File: src/rtl/bounce_generator_if.sv
// Level-in / bouncing-level-out bundle for the contact-bounce emulator.
interface bounce_generator_if;
    logic        clean_in;
    logic        enable;
    logic        bouncy_out;
    logic        busy;
    logic [15:0] edge_count;

    modport master (
        output clean_in, enable,
        input  bouncy_out, busy, edge_count
    );

    modport slave (
        input  clean_in, enable,
        output bouncy_out, busy, edge_count
    );
endinterface

File: src/rtl/bounce_generator.sv
// Contact-bounce emulator: replays a clean level as HOLD/GLITCH bursts on each edge.
// Define BOUNCE_GEN_DET_EN for fixed pair count and phase length (no LFSR).
module bounce_generator #(
    parameter int          PAIR_BITS   = 3,
    parameter int          GLITCH_BITS = 4,
    parameter int          MIN_GLITCH  = 16,
    parameter logic [15:0] SEED        = 16'hACE1,
    parameter int          TIMER_W     = 24
) (
    input logic               clk,
    input logic               rst_n,
    bounce_generator_if.slave bus
);
    localparam logic [1:0] IDLE   = 2'd0;
    localparam logic [1:0] HOLD   = 2'd1;
    localparam logic [1:0] GLITCH = 2'd2;

    logic [1:0]           state;
    logic                 target;
    logic                 bouncy;
    logic                 busy_q;
    logic                 edge_det;
    logic [15:0]          edge_cnt;
    logic [TIMER_W-1:0]   timer;
    logic [TIMER_W-1:0]   draw_len;
    logic [PAIR_BITS-1:0] pairs_left;
    logic [PAIR_BITS-1:0] draw_pairs;

`ifdef BOUNCE_GEN_DET_EN
    assign draw_pairs = '1;
    assign draw_len   = TIMER_W'(MIN_GLITCH - 1);
`else
    localparam logic [15:0] SEED_INIT = (SEED == 16'h0) ? 16'h0001 : SEED;

    logic [15:0] lfsr;

    always_ff @(posedge clk or negedge rst_n) begin
        if (!rst_n) begin
            lfsr <= SEED_INIT;
        end else begin
            lfsr <= {1'b0, lfsr[15:1]} ^ (lfsr[0] ? 16'hB400 : 16'h0000);
        end
    end

    assign draw_pairs = lfsr[PAIR_BITS-1:0];
    assign draw_len   = TIMER_W'(MIN_GLITCH - 1)
                      + TIMER_W'(lfsr[PAIR_BITS+GLITCH_BITS-1:PAIR_BITS]);
`endif

    assign edge_det = bus.clean_in != target;

    always_ff @(posedge clk or negedge rst_n) begin
        if (!rst_n) begin
            state      <= IDLE;
            target     <= 1'b0;
            bouncy     <= 1'b0;
            busy_q     <= 1'b0;
            edge_cnt   <= 16'd0;
            timer      <= '0;
            pairs_left <= '0;
        end else begin
            if (edge_det) begin
                target   <= bus.clean_in;
                edge_cnt <= edge_cnt + 16'd1;
            end
            if (edge_det && bus.enable) begin
                bouncy     <= bus.clean_in;
                pairs_left <= draw_pairs;
                timer      <= draw_len;
                state      <= HOLD;
                busy_q     <= 1'b1;
            end else if (edge_det || !bus.enable) begin
                // clean_in equals target whenever there is no edge
                bouncy <= bus.clean_in;
                state  <= IDLE;
                busy_q <= 1'b0;
            end else begin
                unique case (state)
                    HOLD: begin
                        if (timer != '0) begin
                            timer <= timer - TIMER_W'(1);
                        end else if (pairs_left == '0) begin
                            state  <= IDLE;
                            busy_q <= 1'b0;
                        end else begin
                            bouncy <= ~target;
                            timer  <= draw_len;
                            state  <= GLITCH;
                        end
                    end
                    GLITCH: begin
                        if (timer != '0) begin
                            timer <= timer - TIMER_W'(1);
                        end else begin
                            pairs_left <= pairs_left - PAIR_BITS'(1);
                            bouncy     <= target;
                            timer      <= draw_len;
                            state      <= HOLD;
                        end
                    end
                    default: begin
                        bouncy <= target;
                        busy_q <= 1'b0;
                    end
                endcase
            end
        end
    end

    assign bus.bouncy_out = bouncy;
    assign bus.busy       = busy_q;
    assign bus.edge_count = edge_cnt;
endmodule

File: src/flat_wrapper.sv
// flat-port wrapper written by rule: the top's interface ports become plain ports
module bounce_generator_flat 
#(
    parameter int          PAIR_BITS   = 3,
    parameter int          GLITCH_BITS = 4,
    parameter int          MIN_GLITCH  = 16,
    parameter logic [15:0] SEED        = 16'hACE1,
    parameter int          TIMER_W     = 24
)
  (clk, rst_n, bus_clean_in, bus_enable, bus_bouncy_out, bus_busy, bus_edge_count);
  bounce_generator_if bus_i ();
  input logic clk;
  input logic rst_n;
  input wire logic [$bits(bus_i.clean_in)-1:0] bus_clean_in;
  input wire logic [$bits(bus_i.enable)-1:0] bus_enable;
  output wire logic [$bits(bus_i.bouncy_out)-1:0] bus_bouncy_out;
  output wire logic [$bits(bus_i.busy)-1:0] bus_busy;
  output wire logic [$bits(bus_i.edge_count)-1:0] bus_edge_count;
  assign bus_i.clean_in = bus_clean_in;
  assign bus_i.enable = bus_enable;
  assign bus_bouncy_out = bus_i.bouncy_out;
  assign bus_busy = bus_i.busy;
  assign bus_edge_count = bus_i.edge_count;
  bounce_generator #(.PAIR_BITS(PAIR_BITS), .GLITCH_BITS(GLITCH_BITS), .MIN_GLITCH(MIN_GLITCH), .SEED(SEED), .TIMER_W(TIMER_W)) u_core (.clk(clk), .rst_n(rst_n), .bus(bus_i));
endmodule
File: config.mk
export PLATFORM = sky130hd
export DESIGN_NAME = bounce_generator_flat
export DESIGN_NICKNAME = d
export VERILOG_FILES = /design/src/rtl/bounce_generator_if.sv /design/src/rtl/bounce_generator.sv /design/src/flat_wrapper.sv
export SDC_FILE = /design/constraint.sdc
export NUM_CORES = 1
export LEC_CHECK = 0
export ABC_AREA = 0
export BUFFER_PORTS_ARGS = -buffer_cell sky130_fd_sc_hd__buf_2
export CAP_MARGIN = 20
export CORE_UTILIZATION = 64
export CTS_BUF_LIST = sky130_fd_sc_hd__clkbuf_8 sky130_fd_sc_hd__clkbuf_16
export DETAILED_ROUTE_END_ITERATION = 10
export GPL_ROUTABILITY_DRIVEN = 1
export MAX_ROUTING_LAYER = met4
export PLACE_DENSITY = 0.93
export SLEW_MARGIN = 10
export SYNTH_ARGS = -nofsm -noshare
export SYNTH_HDL_FRONTEND = slang
export SYNTH_SLANG_ARGS = --single-unit
File: constraint.sdc
create_clock -name clk -period 4.7 [get_ports clk]
set_input_delay 0.94 -clock clk [delete_from_list [all_inputs] [get_ports clk]]
set_output_delay 0.94 -clock clk [all_outputs]
set_load 0.01 [all_outputs]
==> results of run 1 <==
-- stage by stage --
stage / total power, uW / worst slack (ns) / cells / area [um2] / util, %
finish: 1501 / 1.535 / 397 / 3576 / 74.72
global route: 1568 / 1.397 / 397 / 3576 / 74.72
CTS: 1501 / 1.632 / 397 / 3576 / 74.72
detailed placement: 963.3 / 1.516 / 381 / 3349 / 69.99
global placement: 946.4 / 1.636 / 381 / 3349 / 69.99
floorplan: 876.2 / 2.159 / 303 / 3214 / -
-- layer usage --
layer,GRT usage (%),up-vias
met1,38.72,1236
li1,-,1158
met2,45.59,93
met3,6.768,16
met5,-,-
met4,15.03,0
-- registers in the layout, indices dropped and copies added, names as in the netlist --
signal                 cells
u_core.target              1
u_core.state               2
u_core.pairs_left          3
u_core.lfsr               16
u_core.bus.busy            1
u_core.timer              24
u_core.bus.bouncy_out      1
u_core.bus.edge_count     16
-- power by group --
| group | total (uW) | switching, uW | internal (uW) |
|---|---|---|---|
| Combinational | 294 | 176 | 118 |
| Sequential | 667 | 67.0 | 600 |
| Clock | 539 | 236 | 304 |
| Total | 1500 | 479 | 1020 |
-- layout by cell type, fill, tap and decap left out, types with 3 or more instances in the layout --
| master | instances |
|---|---|
| a211oi_1 | 3 |
| a21oi_1 | 12 |
| a22o_1 | 3 |
| a22oi_1 | 7 |
| and2_1 | 3 |
| and3_1 | 5 |
| buf_2 | 21 |
| clkbuf_8 | 9 |
| dfrtp_1 | 56 |
| dfstp_2 | 8 |
| ha_1 | 8 |
| inv_1 | 11 |
| mux2_2 | 4 |
| mux2i_1 | 10 |
| nand2_1 | 29 |
| nand2b_1 | 3 |
| nand3_1 | 15 |
| nand4_1 | 4 |
| nor2_1 | 12 |
| nor2b_1 | 3 |
| nor3_1 | 8 |
| nor4_1 | 5 |
| o21ai_0 | 7 |
| o22ai_1 | 9 |
| o31ai_1 | 4 |
| or3_1 | 4 |
| or4_1 | 5 |
| xnor2_1 | 14 |
| xor2_1 | 10 |
-- layout make-up --
type / instances / area [um2] / area share (%)
clock buffer: 9 / 123.9 / 3.464
clock inverter: 7 / 102.6 / 2.869
inverter: 11 / 41.29 / 1.155
multi-input combinational: 216 / 1493 / 41.74
sequential: 64 / 1612 / 45.07
tap: 67 / 83.83 / 2.344
timing repair buffer: 23 / 120.1 / 3.359
-- kinds of logic (layout without fill, tap and decap cells) --
family	count (synthesis)	in the layout	share of synthesized area (%)
XOR/XNOR	24	24	6.539
adder cells (fa/ha/maj)	8	8	3.114
AO/OA/AOI/OAI	63	63	14.52
buffers and inverters	23	50	3.425
flip-flops	64	64	50.14
AND/OR/NAND/NOR	107	107	17.75
multiplexers	14	14	4.515
-- worst min path at each step --
stage	start	endpoint	slack, ns	cells past startpoint
2_1_floorplan	u_core.lfsr[9]	u_core.lfsr[8]	0.33	0
3_3_place_gp	u_core.lfsr[8]	u_core.lfsr[7]	0.34	0
3_5_place_dp	u_core.lfsr[9]	u_core.lfsr[8]	0.34	0
4_1_cts	u_core.lfsr[7]	u_core.lfsr[6]	0.36	0
5_1_grt	u_core.lfsr[7]	u_core.lfsr[6]	0.36	0
6_report	u_core.lfsr[7]	u_core.lfsr[6]	0.36	0
-- worst max-delay path, delay by kind of cell (launching register included) --
| kind | cells | cell delay [ns] |
|---|---|---|
| compound gates | 3 | 1.32 |
| simple gates | 2 | 1.29 |
| flops | 1 | 0.44 |
==> flow_summary.toml, run 1 <==
[yosys]
synth_common_cells = "dfrtp_1 (56), nand2_1 (29), nand3_1 (15), xnor2_1 (14)"
synth-seq-area-share_pct = 50.14
synth.top_cell.area_share_pct = 43.60
ys_warn_count = 0
syn_nets = 315
postSynthAreaPerCell_um2 = 10.61
yosysTopAreaCell = "dfrtp_1"
synth-edff-count = 0
synthDistinctLibCells = 51
synth_ff_type = "dfrtp_1"
netlist_instances = 303
synth_area_leaders = "dfrtp_1 (44%), dfstp_2 (6.5%), xnor2_1 (3.8%)"
ys_async_sr_fraction_pct = 100.0
synth_most_common_cell = "dfrtp_1"
ys_ff_latch = 64
syn_area_um2 = 3214

[die]
fp-row-count = 25
initial_core_util_pct = 67.16
io_pins = 22
die_area_um2 = 5310
core_area_um2 = 4786
die_h_um = 72.87
die_width_um = 72.87

[worst_setup_path]
r2r_setup_slack_ns = 1.53
max_stage_delay_ns = 0.84
worstPathRequired_ns = 4.95
endpoint_kind = "flip-flop"
worstReg2RegEnd = "u_core.timer[2]"
cp_slowest_cell = "o31ai_4"
start_kind = "flip-flop"
worstSetupPathType = "reg2reg"
startpoint = "u_core.timer[16]"
reg2reg_from = "u_core.timer[16]"
r2r_cells = 5
critPathMaxFanout = 20
cp_cell_sequence = "nor4_1 > nand3_1 > o31ai_4 > a22oi_1 > o2bb2a_4"
endpoint = "u_core.timer[2]"
cp.arrival_ns = 3.42

[routing]
drt_wl_total_um = 6880
drt-pass1-iter-count = 5
drcViolationCount = 0
viasPerCell = 6.305
routed.top_layer = "met4"
drtIter0Drc = 230
avgRoutedWirePerCell_um = 17.33
vias = 2503
met3_length_um = 372
drt-met1-wl_um = 3012
met2_length_um = 3328
ant_nets = 0

[clock_network]
cts.repair.resized = 0
cts_root_buf = "clkbuf_8"
cts_tree = "yes"
clk_path_buf_depth = 2
hold_buffers = 0
h-tree-depth = 3
insertion_delay_ns = 0.36
clock_sinks = 64
cts.clk_slew.worst_paths_ns = 0.07
cts_made_buffers = 9
postCtsSetupBuffers = 0

[final_layout]
layout-drive-gt1-share_pct = 17.88
antenna_cells = 0
areaGrowthSynthToFinish_pct = 11.25
final_nets = 337
nFillCells = 321

[flow_run]
timing.max_cap.violations = 0

[placed_design]
routabilityCongestion = 0.9409
port_buffers = 21
place_hpwl_um = 4535

[power]
vdd_ir_drop_max_mv = 0.2532
p_leak_uw = 0.001616
powerDensity_nw_per_um2 = 419.6

[timing]
slew_violations = 0
setup_viol = 0
fin_crit_ns = 3.165
slew-limit-headroom_pct = 33.98
hold_viol = 0
hold_slack_ns = 0.3581
rsz0062_at_grt = "false"
tns_ns = 0
tightest_slew_ns = 0.9812
skew_ns = 0.006039
period_share_pct = 67.35
max_freq_ghz = 0.3159

[run_status]
status = "complete, no violations"

[grt]
grt_first_pass_wirelength_um = 11340
overflow = 0
track_usage_pct = 30.25
grt_max_degree = 47
antenna_found_initial = 0
grt_pass1_vias = 2294

[min_path]
min_path_type = "reg2reg"
Note: power is estimated with default switching activity, not from simulation.
==> run 2, diff against run 1 <==
CORE_UTILIZATION = 54   (was 64)
PLACE_DENSITY = 0.84   (was 0.93)
clock period = 2.8 ns   (was 4.7 ns; I/O delays follow)
==> run 2 against run 1 <==
Net effect: total power grew 68%; non-clock buffer count rose by 12; die area rose by 18%; sequential power up 68%; cell count grew 4.3%.
==> flow_summary.toml, run 2 (synthesized netlist as in run 1, its figures left out) <==
[final_layout]
fin_cells = 414
final_nets = 349
areaGrowthSynthToFinish_pct = 14.21
layout_common_cells = "dfrtp_1 (56), nand2_1 (29), buf_2 (21)"
top_register = "u_core.timer"
nFillCells = 448
largest_reg_flops = 24
layout-drive-gt1-share_pct = 20.76
antenna_cells = 0
final_common_cell = "dfrtp_1"

[worst_setup_path]
critPathTopFamily = "simple AND/OR/NAND/NOR gates"
max_stage_delay_ns = 0.58
endpoint_kind = "flip-flop"
worstSetupPathType = "reg2reg"
start_kind = "flip-flop"
cp_slowest_cell = "or4_4"
path_buf_inv = 1
cp_cell_sequence = "or4_1 > or4_4 > o31ai_4 > buf_4 > a211o_1 > mux2i_1"
critPathMaxFanout = 10
worstPathRequired_ns = 3.06
cp.arrival_ns = 2.86

[clock_network]
cts_root_buf = "clkbuf_8"
hold_buffers = 0
cts.repair.resized = 0
cts_tree = "yes"
cts_made_buffers = 9
cts.clk_slew.worst_paths_ns = 0.07
insertion_delay_ns = 0.34
h-tree-depth = 3
clk_path_buf_depth = 2
postCtsSetupBuffers = 0
clock_sinks = 64

[routing]
drtIter0Drc = 174
avgRoutedWirePerCell_um = 16.16
ant_nets = 0
drt-pass1-iter-count = 4
drt_wl_total_um = 6689
viasPerCell = 6.051
drcViolationCount = 0
vias = 2505

[power]
p_leak_uw = 0.001671
powerDensity_nw_per_um2 = 686.0
vdd_ir_drop_max_mv = 0.4113

[placed_design]
placed_cells = 398
place_hpwl_um = 4608
port_buffers = 21
routabilityCongestion = 0.8822

[timing]
tns_ns = 0
slew_violations = 0
tightest_slew_ns = 0.7788
slew-limit-headroom_pct = 48.08
fin_crit_ns = 2.601
hold_viol = 0
rsz0062_at_grt = "false"
max_freq_ghz = 0.3845
setup_viol = 0
skew_ns = 0.007940
period_share_pct = 92.88

[die]
fp-row-count = 27
initial_core_util_pct = 57.32
die_width_um = 79.15
core_area_um2 = 5608
die_h_um = 79.15
io_pins = 22
die_area_um2 = 6265

[grt]
track_usage_pct = 23.88
overflow = 0
grt_pass1_vias = 2406
grt_first_pass_wirelength_um = 10980
grt_max_degree = 65
antenna_found_initial = 0

[min_path]
min_path_type = "reg2reg"

[run_status]
status = "complete, no violations"

[flow_run]
timing.max_cap.violations = 0
-- run 2: cell count changes in the layout (fill, tap and decap cells not counted) --
cell | before | now
clkinvlp_4 | 1 | 2
inv_6 | 2 | 3
clkinv_4 | 2 | 0
buf_4 | 2 | 14
-- run 2: area by class of cell --
class	count	area, um2	share of cell area (%)
Clock buffer	9	123.9	3.374
Clock inverter	7	101.3	2.761
Inverter	11	41.29	1.125
Multi-Input combinational cell	216	1493	40.66
Sequential cell	64	1612	43.90
Tap cell	72	90.09	2.454
Timing Repair Buffer	35	210.2	5.726
-- run 2: worst register-to-register path, stage by stage (launching register included) --
cell and delay (ns):
dfrtp_1 0.45, or4_1 0.55, or4_4 0.58, o31ai_4 0.37, buf_4 0.23, a211o_1 0.15, mux2i_1 0.18
-- run 2: final timing paths --
check | start | endpoint | slack, ns | cells after the start
max in group asynchronous | rst_n | u_core.lfsr[8] | 1.91 | 2
min in group asynchronous | rst_n | u_core.target | 0.37 | 2
max | u_core.timer[4] | u_core.timer[17] | 0.20 | 6
max reg2reg | u_core.timer[4] | u_core.timer[17] | 0.20 | 6
min reg2reg | u_core.lfsr[8] | u_core.lfsr[7] | 0.35 | 0
min | u_core.lfsr[8] | u_core.lfsr[7] | 0.35 | 0
-- run 2: per-stage QoR --
| stage | hold WS, ns | worst slack (ns) | instance area, um2 | util, % | power [uW] |
|---|---|---|---|---|---|
| 2_1_floorplan | 0.2644 | 0.2589 | 3214 | - | 1471 |
| 3_3_place_gp | 0.3364 | 0.2849 | 3446 | 61.45 | 1609 |
| 3_5_place_dp | 0.3450 | 0.2417 | 3446 | 61.45 | 1631 |
| 4_1_cts | 0.3569 | 0.2162 | 3671 | 65.46 | 2542 |
| 5_1_grt | 0.3592 | 0.1007 | 3671 | 65.46 | 2644 |
| 6_report | 0.3531 | 0.1993 | 3671 | 65.46 | 2518 |
-- run 2: metal layers --
metal  vias up  share of wire [%]  GRT usage, %
li1       1182                  -             -
met1      1220                 45         29.95
met2        87                 48         35.86
met3        16                5.7         5.287
met4         0                2.1         13.27
met5         -                  0             -
-- run 2: power by group --
part / internal (uW) / total (uW) / switching [uW]
sequential: 1010 / 1120 / 108
combinational: 213 / 503 / 290
clock: 510 / 900 / 390
